`config.mk`:
```
export PLATFORM = sky130hd
export DESIGN_NAME = alu_dispatch
export DESIGN_NICKNAME = d
export VERILOG_FILES = /design/src/rtl/alu_pkg.sv /design/src/rtl/alu_decode.sv /design/src/rtl/alu_dispatch.sv
export SDC_FILE = /design/constraint.sdc
export NUM_CORES = 1
export LEC_CHECK = 0
export ABC_CLOCK_PERIOD_IN_PS = 3800
export BUFFER_PORTS_ARGS = -buffer_cell sky130_fd_sc_hd__buf_2
export CORE_AREA = 4 4 103 105
export CTS_BUF_LIST = sky130_fd_sc_hd__clkbuf_8
export DETAILED_ROUTE_END_ITERATION = 6
export DIE_AREA = 0 0 107 109
export PLACE_DENSITY = 0.87
export SLEW_MARGIN = 20
export SYNTH_ARGS = -nofsm -noshare
export SYNTH_HDL_FRONTEND = slang
export SYNTH_HIERARCHICAL = 1
export SYNTH_SLANG_ARGS = --single-unit
export TNS_END_PERCENT = 10
```
`constraint.sdc`:
```
create_clock -name clk -period 3.8 [get_ports clk]
set_input_delay 0.76 -clock clk [delete_from_list [all_inputs] [get_ports clk]]
set_output_delay 0.76 -clock clk [all_outputs]
set_load 0.005 [all_outputs]
```
`src/rtl/alu_pkg.sv`:
```
// -----------------------------------------------------------------------------
// alu_pkg
// Shared constants for the ALU issue stage:
//   - 4-bit ALU control codes (ADD..SLTU)
//   - RV32I major opcodes handled by the dispatcher
//   - link offset used by JAL/JALR (pc + 4)
//   - operand-select enums passed from the decoder to the operand muxes
//   - alu_reg_func: funct3/funct7_5 mapping shared by OP and OP-IMM
// -----------------------------------------------------------------------------
package alu_pkg;

    localparam logic [3:0] ALU_ADD  = 4'd0;
    localparam logic [3:0] ALU_SUB  = 4'd1;
    localparam logic [3:0] ALU_XOR  = 4'd2;
    localparam logic [3:0] ALU_OR   = 4'd3;
    localparam logic [3:0] ALU_AND  = 4'd4;
    localparam logic [3:0] ALU_SLL  = 4'd5;
    localparam logic [3:0] ALU_SRL  = 4'd6;
    localparam logic [3:0] ALU_SRA  = 4'd7;
    localparam logic [3:0] ALU_SLT  = 4'd8;
    localparam logic [3:0] ALU_SLTU = 4'd9;

    localparam logic [6:0] OPC_OP     = 7'b0110011;
    localparam logic [6:0] OPC_OPIMM  = 7'b0010011;
    localparam logic [6:0] OPC_LUI    = 7'b0110111;
    localparam logic [6:0] OPC_AUIPC  = 7'b0010111;
    localparam logic [6:0] OPC_LOAD   = 7'b0000011;
    localparam logic [6:0] OPC_STORE  = 7'b0100011;
    localparam logic [6:0] OPC_JAL    = 7'b1101111;
    localparam logic [6:0] OPC_JALR   = 7'b1100111;
    localparam logic [6:0] OPC_BRANCH = 7'b1100011;

    localparam int LINK_OFFSET = 4;

    typedef enum logic [1:0] {
        A_RS1  = 2'd0,
        A_PC   = 2'd1,
        A_ZERO = 2'd2
    } a_sel_e;

    typedef enum logic [1:0] {
        B_RS2  = 2'd0,
        B_IMM  = 2'd1,
        B_FOUR = 2'd2,
        B_ZERO = 2'd3
    } b_sel_e;

    // Register/immediate ALU op mapping. alt selects SUB/SRA; the caller
    // decides whether funct7_5 may act as alt (OP-IMM never subtracts).
    function automatic logic [3:0] alu_reg_func(input logic [2:0] funct3,
                                                input logic       alt_sub,
                                                input logic       alt_sra);
        logic [3:0] code;
        case (funct3)
            3'b000:  code = alt_sub ? ALU_SUB : ALU_ADD;
            3'b001:  code = ALU_SLL;
            3'b010:  code = ALU_SLT;
            3'b011:  code = ALU_SLTU;
            3'b100:  code = ALU_XOR;
            3'b101:  code = alt_sra ? ALU_SRA : ALU_SRL;
            3'b110:  code = ALU_OR;
            default: code = ALU_AND;
        endcase
        return code;
    endfunction

endpackage

```
`src/rtl/alu_decode.sv`:
```
// -----------------------------------------------------------------------------
// alu_decode
// Purely combinational RV32I decode for the ALU issue stage.
// Ports:
//   i_opcode    [6:0]  instr[6:0]
//   i_funct3    [2:0]  instr[14:12]
//   i_funct7_5         instr[30]
//   o_control   [3:0]  ALU control code
//   o_a_sel            operand A source (rs1 / pc / zero)
//   o_b_sel            operand B source (rs2 / imm / 4 / zero)
//   o_we               instruction writes rd (before rd==0 gating)
//   o_illegal          unsupported encoding
// -----------------------------------------------------------------------------
module alu_decode
    import alu_pkg::*;
(
    input  logic [6:0] i_opcode,
    input  logic [2:0] i_funct3,
    input  logic       i_funct7_5,
    output logic [3:0] o_control,
    output a_sel_e     o_a_sel,
    output b_sel_e     o_b_sel,
    output logic       o_we,
    output logic       o_illegal
);

    always_comb begin
        // Default is the illegal encoding: zero operands, ADD, no write.
        o_control = ALU_ADD;
        o_a_sel   = A_ZERO;
        o_b_sel   = B_ZERO;
        o_we      = 1'b0;
        o_illegal = 1'b1;

        case (i_opcode)
            OPC_OP: begin
                o_control = alu_reg_func(i_funct3, i_funct7_5, i_funct7_5);
                o_a_sel   = A_RS1;
                o_b_sel   = B_RS2;
                o_we      = 1'b1;
                o_illegal = 1'b0;
            end
            OPC_OPIMM: begin
                // ADDI has no subtract form; SRAI still uses funct7_5.
                o_control = alu_reg_func(i_funct3, 1'b0, i_funct7_5);
                o_a_sel   = A_RS1;
                o_b_sel   = B_IMM;
                o_we      = 1'b1;
                o_illegal = 1'b0;
            end
            OPC_LUI: begin
                o_a_sel   = A_ZERO;
                o_b_sel   = B_IMM;
                o_we      = 1'b1;
                o_illegal = 1'b0;
            end
            OPC_AUIPC: begin
                o_a_sel   = A_PC;
                o_b_sel   = B_IMM;
                o_we      = 1'b1;
                o_illegal = 1'b0;
            end
            OPC_LOAD: begin
                o_a_sel   = A_RS1;
                o_b_sel   = B_IMM;
                o_we      = 1'b1;
                o_illegal = 1'b0;
            end
            OPC_STORE: begin
                o_a_sel   = A_RS1;
                o_b_sel   = B_IMM;
                o_illegal = 1'b0;
            end
            OPC_JAL, OPC_JALR: begin
                // ALU produces the link value pc+4; target is computed elsewhere.
                o_a_sel   = A_PC;
                o_b_sel   = B_FOUR;
                o_we      = 1'b1;
                o_illegal = 1'b0;
            end
            OPC_BRANCH: begin
                // funct3[2:1] picks the comparison family; 01 is unused.
                case (i_funct3[2:1])
                    2'b00: begin
                        o_control = ALU_SUB;
                        o_illegal = 1'b0;
                    end
                    2'b10: begin
                        o_control = ALU_SLT;
                        o_illegal = 1'b0;
                    end
                    2'b11: begin
                        o_control = ALU_SLTU;
                        o_illegal = 1'b0;
                    end
                    default: begin
                        o_control = ALU_ADD;
                        o_illegal = 1'b1;
                    end
                endcase
                if (!o_illegal) begin
                    o_a_sel = A_RS1;
                    o_b_sel = B_RS2;
                end
            end
            default: begin
            end
        endcase
    end

endmodule

```
`src/rtl/alu_dispatch.sv`:
```
// -----------------------------------------------------------------------------
// alu_dispatch
// Execute-side issue register feeding the ALU: decodes the instruction into an
// ALU control code, selects operands A/B and holds them in one pipeline stage
// behind a valid/ready handshake, with flush, illegal flag and rd/we sideband.
//
// Ports:
//   clk, rst                       clock, synchronous active-high reset
//   in_valid / in_ready            decode-side handshake (in_ready combinational)
//   in_opcode, in_funct3, in_funct7_5   instruction fields
//   in_rs1_addr, in_rs2_addr       source indices (used only for forwarding)
//   in_rs1_data, in_rs2_data       register file read data
//   in_imm, in_pc, in_rd           immediate, PC, destination index
//   flush                          kill held and incoming instruction
//   fwd_valid, fwd_rd, fwd_data    EX/WB bypass source
//   out_valid / out_ready          execute-side handshake
//   out_a, out_b, out_control      ALU operands and control code
//   out_rd, out_we, out_illegal    destination sideband and illegal flag
//
// Build option: define ALU_DISPATCH_FWD_EN to bypass fwd_data onto rs1/rs2
// when fwd_rd matches a nonzero source index. Without it the fwd_* and
// rs address ports are ignored.
// -----------------------------------------------------------------------------
module alu_dispatch
    import alu_pkg::*;
#(
    parameter int XLEN   = 32,
    parameter int REG_AW = 5
) (
    input  logic              clk,
    input  logic              rst,
    input  logic              in_valid,
    output logic              in_ready,
    input  logic [6:0]        in_opcode,
    input  logic [2:0]        in_funct3,
    input  logic              in_funct7_5,
    input  logic [REG_AW-1:0] in_rs1_addr,
    input  logic [REG_AW-1:0] in_rs2_addr,
    input  logic [XLEN-1:0]   in_rs1_data,
    input  logic [XLEN-1:0]   in_rs2_data,
    input  logic [XLEN-1:0]   in_imm,
    input  logic [XLEN-1:0]   in_pc,
    input  logic [REG_AW-1:0] in_rd,
    input  logic              flush,
    input  logic              fwd_valid,
    input  logic [REG_AW-1:0] fwd_rd,
    input  logic [XLEN-1:0]   fwd_data,
    output logic              out_valid,
    input  logic              out_ready,
    output logic [XLEN-1:0]   out_a,
    output logic [XLEN-1:0]   out_b,
    output logic [3:0]        out_control,
    output logic [REG_AW-1:0] out_rd,
    output logic              out_we,
    output logic              out_illegal
);

    // ---------------------------------------------------------------- decode
    logic [3:0] w_dec_control;
    a_sel_e     w_a_sel;
    b_sel_e     w_b_sel;
    logic       w_dec_we;
    logic       w_dec_illegal;

    alu_decode u_decode (
        .i_opcode   (in_opcode),
        .i_funct3   (in_funct3),
        .i_funct7_5 (in_funct7_5),
        .o_control  (w_dec_control),
        .o_a_sel    (w_a_sel),
        .o_b_sel    (w_b_sel),
        .o_we       (w_dec_we),
        .o_illegal  (w_dec_illegal)
    );

    // ------------------------------------------------ source operand (+ bypass)
    // Index 0 is rs1, index 1 is rs2.
    logic [XLEN-1:0] w_rs_raw [2];
    logic [XLEN-1:0] w_rs_val [2];

    assign w_rs_raw[0] = in_rs1_data;
    assign w_rs_raw[1] = in_rs2_data;

    genvar gi;
    generate
        for (gi = 0; gi < 2; gi++) begin : g_src
`ifdef ALU_DISPATCH_FWD_EN
            logic [REG_AW-1:0] w_addr;
            logic              w_hit;
            assign w_addr = (gi == 0) ? in_rs1_addr : in_rs2_addr;
            // x0 is never bypassed: it always reads zero from the register file.
            assign w_hit  = fwd_valid && (fwd_rd != '0) && (fwd_rd == w_addr);
            assign w_rs_val[gi] = w_hit ? fwd_data : w_rs_raw[gi];
`else
            assign w_rs_val[gi] = w_rs_raw[gi];
`endif
        end
    endgenerate

`ifndef ALU_DISPATCH_FWD_EN
    logic w_unused_fwd;
    assign w_unused_fwd = ^{fwd_valid, fwd_rd, fwd_data, in_rs1_addr, in_rs2_addr};
`endif

    // ---------------------------------------------------------- operand muxes
    logic [XLEN-1:0] w_a;
    logic [XLEN-1:0] w_b;

    always_comb begin
        w_a = '0;
        case (w_a_sel)
            A_RS1:   w_a = w_rs_val[0];
            A_PC:    w_a = in_pc;
            default: w_a = '0;
        endcase
    end

    always_comb begin
        w_b = '0;
        case (w_b_sel)
            B_RS2:   w_b = w_rs_val[1];
            B_IMM:   w_b = in_imm;
            B_FOUR:  w_b = XLEN'(LINK_OFFSET);
            default: w_b = '0;
        endcase
    end

    // Writing x0 or trapping must never reach the register file.
    logic w_we;
    assign w_we = w_dec_we && (in_rd != '0) && !w_dec_illegal;

    // ------------------------------------------------------- issue register
    logic              r_valid;
    logic [XLEN-1:0]   r_a;
    logic [XLEN-1:0]   r_b;
    logic [3:0]        r_control;
    logic [REG_AW-1:0] r_rd;
    logic              r_we;
    logic              r_illegal;
    logic              w_capture;

    assign in_ready  = !flush && (!r_valid || out_ready);
    assign w_capture = in_valid && in_ready;

    always_ff @(posedge clk) begin
        if (rst) begin
            r_valid   <= 1'b0;
            r_a       <= '0;
            r_b       <= '0;
            r_control <= ALU_ADD;
            r_rd      <= '0;
            r_we      <= 1'b0;
            r_illegal <= 1'b0;
        end else begin
            if (flush) begin
                r_valid <= 1'b0;
            end else if (w_capture) begin
                r_valid <= 1'b1;
            end else if (out_ready) begin
                r_valid <= 1'b0;
            end

            // Payload only moves on capture, so it is frozen under backpressure.
            if (w_capture) begin
                r_a       <= w_a;
                r_b       <= w_b;
                r_control <= w_dec_control;
                r_rd      <= in_rd;
                r_we      <= w_we;
                r_illegal <= w_dec_illegal;
            end
        end
    end

    assign out_valid   = r_valid;
    assign out_a       = r_a;
    assign out_b       = r_b;
    assign out_control = r_control;
    assign out_rd      = r_rd;
    assign out_we      = r_we;
    assign out_illegal = r_illegal;

endmodule
```
# [After elaboration in Yosys (flattened, before gate mapping)]
# Cells that the tools add are included.
[totals] word_cells=67 in_bits=197 regBits=76
[classes] n_reduce_logical=22 muxes=18 n_eq_ne=20
[op_table] op="32-bit one-hot mux with 3 select lines" count=1
[op_table] op="32-bit one-hot mux with 2 select lines" count=1
[op_table] op="4-bit one-hot mux with 7 select lines" count=2
[op_table] op="4-bit one-hot mux with 3 select lines" count=2
[op_table] op="7-bit by 6-bit equality test with 1-bit output (second input constant)" count=3
[op_table] op="7-bit equality test (second input constant)" count=3
[op_table] op="7-bit by 5-bit equality test with 1-bit output (second input constant)" count=2
[op_table] op="3-bit equality test (second input constant)" count=3
[op_table] op="2-bit one-hot mux with 4 select lines" count=1
[op_table] op="8-bit OR reduction" count=1
[op_table] op="7-bit by 2-bit equality test with 1-bit output (second input constant)" count=1
[op_table] op="1-bit two-way mux" count=7
[op_table] op="7-bit OR reduction" count=1
[op_table] op="2-bit equality test (second input constant)" count=3
[op_table] op="3-bit by 2-bit equality test with 1-bit output (second input constant)" count=2
[op_table] op="2-bit zero test" count=3
[op_table] op="2-bit one-hot mux with 3 select lines" count=1
[op_table] op="3-bit OR reduction" count=2
[op_table] op="5-bit nonzero test" count=1
[op_table] op="5-bit OR reduction" count=1
[op_table] op="2-bit by 1-bit equality test with 1-bit output (second input constant)" count=2
[op_table] op="1-bit logical AND" count=4
[op_table] op="2-bit two-way mux" count=2
[op_table] op="2-bit OR reduction" count=2
[op_table] op="other kinds (7)" count=9

# [Depth between registers and ports, before layout]
[logic_depth] word_depth=8 mapped_depth=8 depth_no_buf=7

# [Hierarchy]
# The synthesis kept the hierarchy.
[modules_own_cells] module="alu_dispatch" area_each_um2=3557.2 n_inst=1 seq_area_each_um2=1521.5 cells_each=281
[modules_own_cells] module="alu_decode" area_each_um2=276.5 n_inst=1 seq_area_each_um2=0.0 cells_each=44

# [Worst setup path after synthesis]
# No wires, ideal clock.
[synth_path] path_type="in2reg" start="input in_opcode[4]" end="register r_b[0], in the netlist out_b[0]" slack_ps=1407 setup_ps=115 stages=8 required_ps=3685 arrival_ps=2278 cell_sequence="nand3b_1 > nor3_1 > a21oi_1 > nand3_1 > buf_2 > clkbuf_1 > mux2i_1 > o2bb2ai_2"
[synth_between] elab_chain_cells=5
[synth_rtl] element="from (decl)" line_no="alu_dispatch.sv:34" text="input logic [6:0] in_opcode,"
[synth_rtl] element="7-bit by 6-bit equality test with 1-bit output (tied with other cells)" line_no="alu_decode.sv:35" text="case (i_opcode)"
[synth_rtl] element="5-bit OR reduction (no line) / 2-bit OR reduction (equally long branches)"
[synth_rtl] element="2-bit one-hot mux with 4 select lines (*)" line_no="alu_decode.sv:35"
[synth_rtl] element="via w_b_sel[0]" line_no="alu_dispatch.sv:61" text="b_sel_e w_b_sel;"
[synth_rtl] element="2-bit equality test (tied with other cells)" line_no="alu_dispatch.sv:120" text="case (w_b_sel)"
[synth_rtl] element="32-bit one-hot mux with 3 select lines (*)" line_no="alu_dispatch.sv:120"
[synth_rtl] element="to (signal assigned)" line_no="alu_dispatch.sv:166" text="r_b <= w_b;"
[synth_rtl] element="to (decl)" line_no="alu_dispatch.sv:135" text="logic [XLEN-1:0] r_b;"
# The timed path passes the listed nets; every way through them passes the cells marked *.
# A chain may end at the register's enable or synchronous reset.

# [Worst setup path after layout]
[layout_path] start="input in_funct3[2]" end="register r_b[0], in the netlist out_b[0]"
[layout_between] elab_chain_cells=8
[layout_rtl] element="from (decl)" line_no="alu_dispatch.sv:35" text="input logic [2:0] in_funct3,"
[layout_rtl] element="2-bit equality test / 2-bit zero test (equally long branches)" line_no="alu_decode.sv:83" text="case (i_funct3[2:1])"
[layout_rtl] element="3-bit OR reduction (no line) (*)"
[layout_rtl] element="1-bit two-way mux (*)" line_no="alu_decode.sv:83"
[layout_rtl] element="1-bit two-way mux (*)" line_no="alu_decode.sv:35"
[layout_rtl] element="2-bit two-way mux (*)" line_no="alu_decode.sv:101" text="if (!o_illegal) begin"
[layout_rtl] element="2-bit one-hot mux with 4 select lines (*)" line_no="alu_decode.sv:35"
[layout_rtl] element="via w_b_sel[1]" line_no="alu_dispatch.sv:61"
[layout_rtl] element="2-bit equality test (tied with other cells)" line_no="alu_dispatch.sv:120"
[layout_rtl] element="32-bit one-hot mux with 3 select lines (*)" line_no="alu_dispatch.sv:120"
# The timed path passes the listed nets; every way through them passes the cells marked *. The select of a mux whose other input is x is not followed.

==> impl_metrics.csv <==
group,metric,value,unit
global_routing,grt_overflow,0,
power,p_clk_share,33.1,%
yosys,synth_area_leaders,"dfxtp_1 40%, o2bb2ai_2 23%, mux2i_1 17%, buf_6 2.6%, a21oi_1 1.7%",
power,p_comb_share,13.6,%
yosys,syn-num-nets,525,
setup_path,cp_max_fo,31,
timing,finalHoldViolCount,0,
yosys,synthAdderAreaFrac,0.979,%
routing,totalWireLength,10700,microns
place,dpl-instance-area,4990,sq um
timing,whs,0.463,ns
yosys,synth_cell_types,40,
timing,skew,0.00602,ns
yosys,synth_ff_type,"dfxtp_1",
timing,slew_viol_final,0,
power,p_per_area,295,nW/um^2
die,num_rows,36,
timing,grt_setup_unrepaired,"no",
power,pwr-share-seq,53.3,%
hold_path,hp-class,"reg -> reg",
yosys,synth_xor_area_share,0,%
yosys,muxShareOfSynthArea,16.7,%
global_routing,grt_pass1_vias,3510,
timing,fin_setup_tns,0,ns
finish,syn_to_final_growth,34.0,%
die,ios,274,
clock_network,h-tree-depth,3,
place,finalWeightedCongestion,0.768,
yosys,yosysWarnings,6,
routing,drcViolationCount,0,
global_routing,antenna_found_initial,2,
finish,seq_area,1520,sq um
die,fp.dieH,109,microns
yosys,synth_top_area_share,39.7,%
clock_network,clock-sinks,76,
outcome,status,"completed",
routing,vias,3408,
die,die_area,11700,sq um
place,hpwlAfterDp,8410,microns
clock_network,cts_root_buf,"clkbuf_8",
setup_path,start_kind,"input pin",
job,maxCapViolations,0,
clock_network,cts_hold_buf,0,
finish,fin_cells,674,
routing,first_pass_iters,4,
yosys,yosys-top-cells-count,"76 x dfxtp_1, 64 x mux2i_1, 60 x o2bb2ai_2, 13 x a21oi_1",
clock_network,cts_setup_buffers,0,
global_routing,grt_usage,17.9,%
finish,final_layout_size_suffix_gt1_share,57.3,%
power,ir_drop,0.157,mV
routing,via_per_inst,5.06,
timing,worstMarginPinSlew,0.957,ns
power,finalPower,0.00152,W
place,dp_cells,659,
yosys,avgSynthCellArea,11.8,sq um
global_routing,grt_pass1_wl,16700,microns
routing,wl_per_cell,15.9,microns
finish,multi_input_area,2130,sq um
finish,antenna_cells,0,
setup_path,cp.arrival,2.70,ns
power,power_switching,0.000391,W
clock_network,cts.repair.resized,0,
yosys,netlist_area,3830,sq um
die,initial_core_util,39.8,%
finish,finalInstanceArea,5140,sq um
yosys,synth_top_family_by_area,"compound AO/OA/AOI/OAI gates",
setup_path,cp-end-kind,"register",
global_routing,grt_max_degree,35,
clock_network,clk_latency,0.33,ns
yosys,yosys.area_share.simple,7.02,%
die,die_x,107,microns
die,coreArea,9640,sq um
finish,final_net_count,737,
routing,drt_iter0_drc,82,
clock_network,cts.reportedPaths.clkPinSlew,0.07,ns
timing,finalSetupViolations,0,
routing,ant_nets,0,
power,intPower,0.00113,W
power,switching_share,25.7,%
power,power.leakage,2.49,nW
timing,max_slew_margin,36.2,%
timing,min_period,2.44,ns
timing,finalCritPeriodShare,64.2,%
setup_path,crit_type,"in -> reg",
yosys,synthArstFlopShare,0,%
yosys,synth.most_common_cell,"dfxtp_1",
timing,max_freq,410,MHz
yosys,ys_seq_area_share,39.7,%
yosys,synth_edf_count,0,
yosys,synth_compound_area_share,30.5,%
clock_network,cts.path.max_buffers,2,
place,io_buffers,225,
finish,fillers,897,
setup_path,cp.required,4.06,ns
yosys,yosys.area.top_type,"dfxtp_1",
yosys,syn_inst,325,
clock_network,cts_buffers,9,
yosys,ys_ff_latch,76,
clock_network,cts_tree,"built",
==> per-layer routing <==
layer	part of all wire, %	up-vias	global-route usage (%)
met3	8.5	11	6.39
met5	0.32	-	0
met4	1.0	4	5.57
met2	52	133	33.0
li1	-	1674	-
met1	38	1586	19.0
==> metrics by stage <==
stage          util [%]  worst slack (ns)
2_1_floorplan         -              1.41
3_3_place_gp       51.7              1.10
3_5_place_dp       51.7             0.995
4_1_cts            53.3              1.37
5_1_grt            53.3              1.26
6_report           53.3              1.36
==> registers in the layout (all words and copies together) (netlist names) <==
signal and count:
out_a 32, out_b 32, out_control 4, out_illegal 1
out_rd 5, out_valid 1, out_we 1
==> worst max-delay path: stages <==
cell       delay (ns)
buf_2            0.12
inv_1            0.09
ha_1             0.20
a21oi_1          0.28
nand2_1          0.17
or4_4            0.83
o2bb2ai_2        0.22
==> kinds of logic after synthesis <==
| group | Yosys count |
|---|---|
| mux | 64 |
| simple gates | 46 |
| fa+ha+maj | 3 |
| flops | 76 |
| buf+inv | 32 |
| compound gates | 104 |
==> worst paths after layout <==
kind,slack [ns],endpoint,cells after the start,from
worst min-delay path,0.46,out_a[13],1,out_a[13]
worst min register to register,0.46,out_a[13],1,out_a[13]
worst max register to register,2.15,out_b[31],4,out_valid
worst max-delay path,1.36,out_b[0],7,in_funct3[2]
==> layout make-up <==
cell class	count	share of cell area (%)
Multi-Input combinational cell	217	41.4
Inverter	4	0.292
Clock buffer	9	2.41
Clock inverter	6	0.511
Sequential cell	76	29.6
Tap cell	133	3.24
Timing Repair Buffer	229	22.5
==> power groups by stage <==
| stage | registers (W) | clock network, W | logic (W) |
|---|---|---|---|
| after floorplan | 0.000828 | 0 | 0.0000969 |
| after global placement | 0.000827 | 0 | 0.000196 |
| after detailed placement | 0.000828 | 0 | 0.000207 |
| after CTS | 0.000809 | 0.000523 | 0.000207 |
| after global routing | 0.000810 | 0.000560 | 0.000228 |
| final | 0.000809 | 0.000502 | 0.000206 |
==> cells in the final DEF (no fill, tap or decap), drive strengths merged, types with 4 or more instances in the layout <==
cell type | netlist | routed
a21oi | 14 | 14
nor2 | 8 | 8
nand3 | 12 | 12
buf | 20 | 229
nand2 | 6 | 6
mux2i | 64 | 64
inv | 4 | 7
o2bb2ai | 63 | 63
o21ai | 17 | 17
nand2b | 4 | 4
clkbuf | 8 | 9
dfxtp | 76 | 76
No activity file was read; power rests on OpenSTA's default activity.
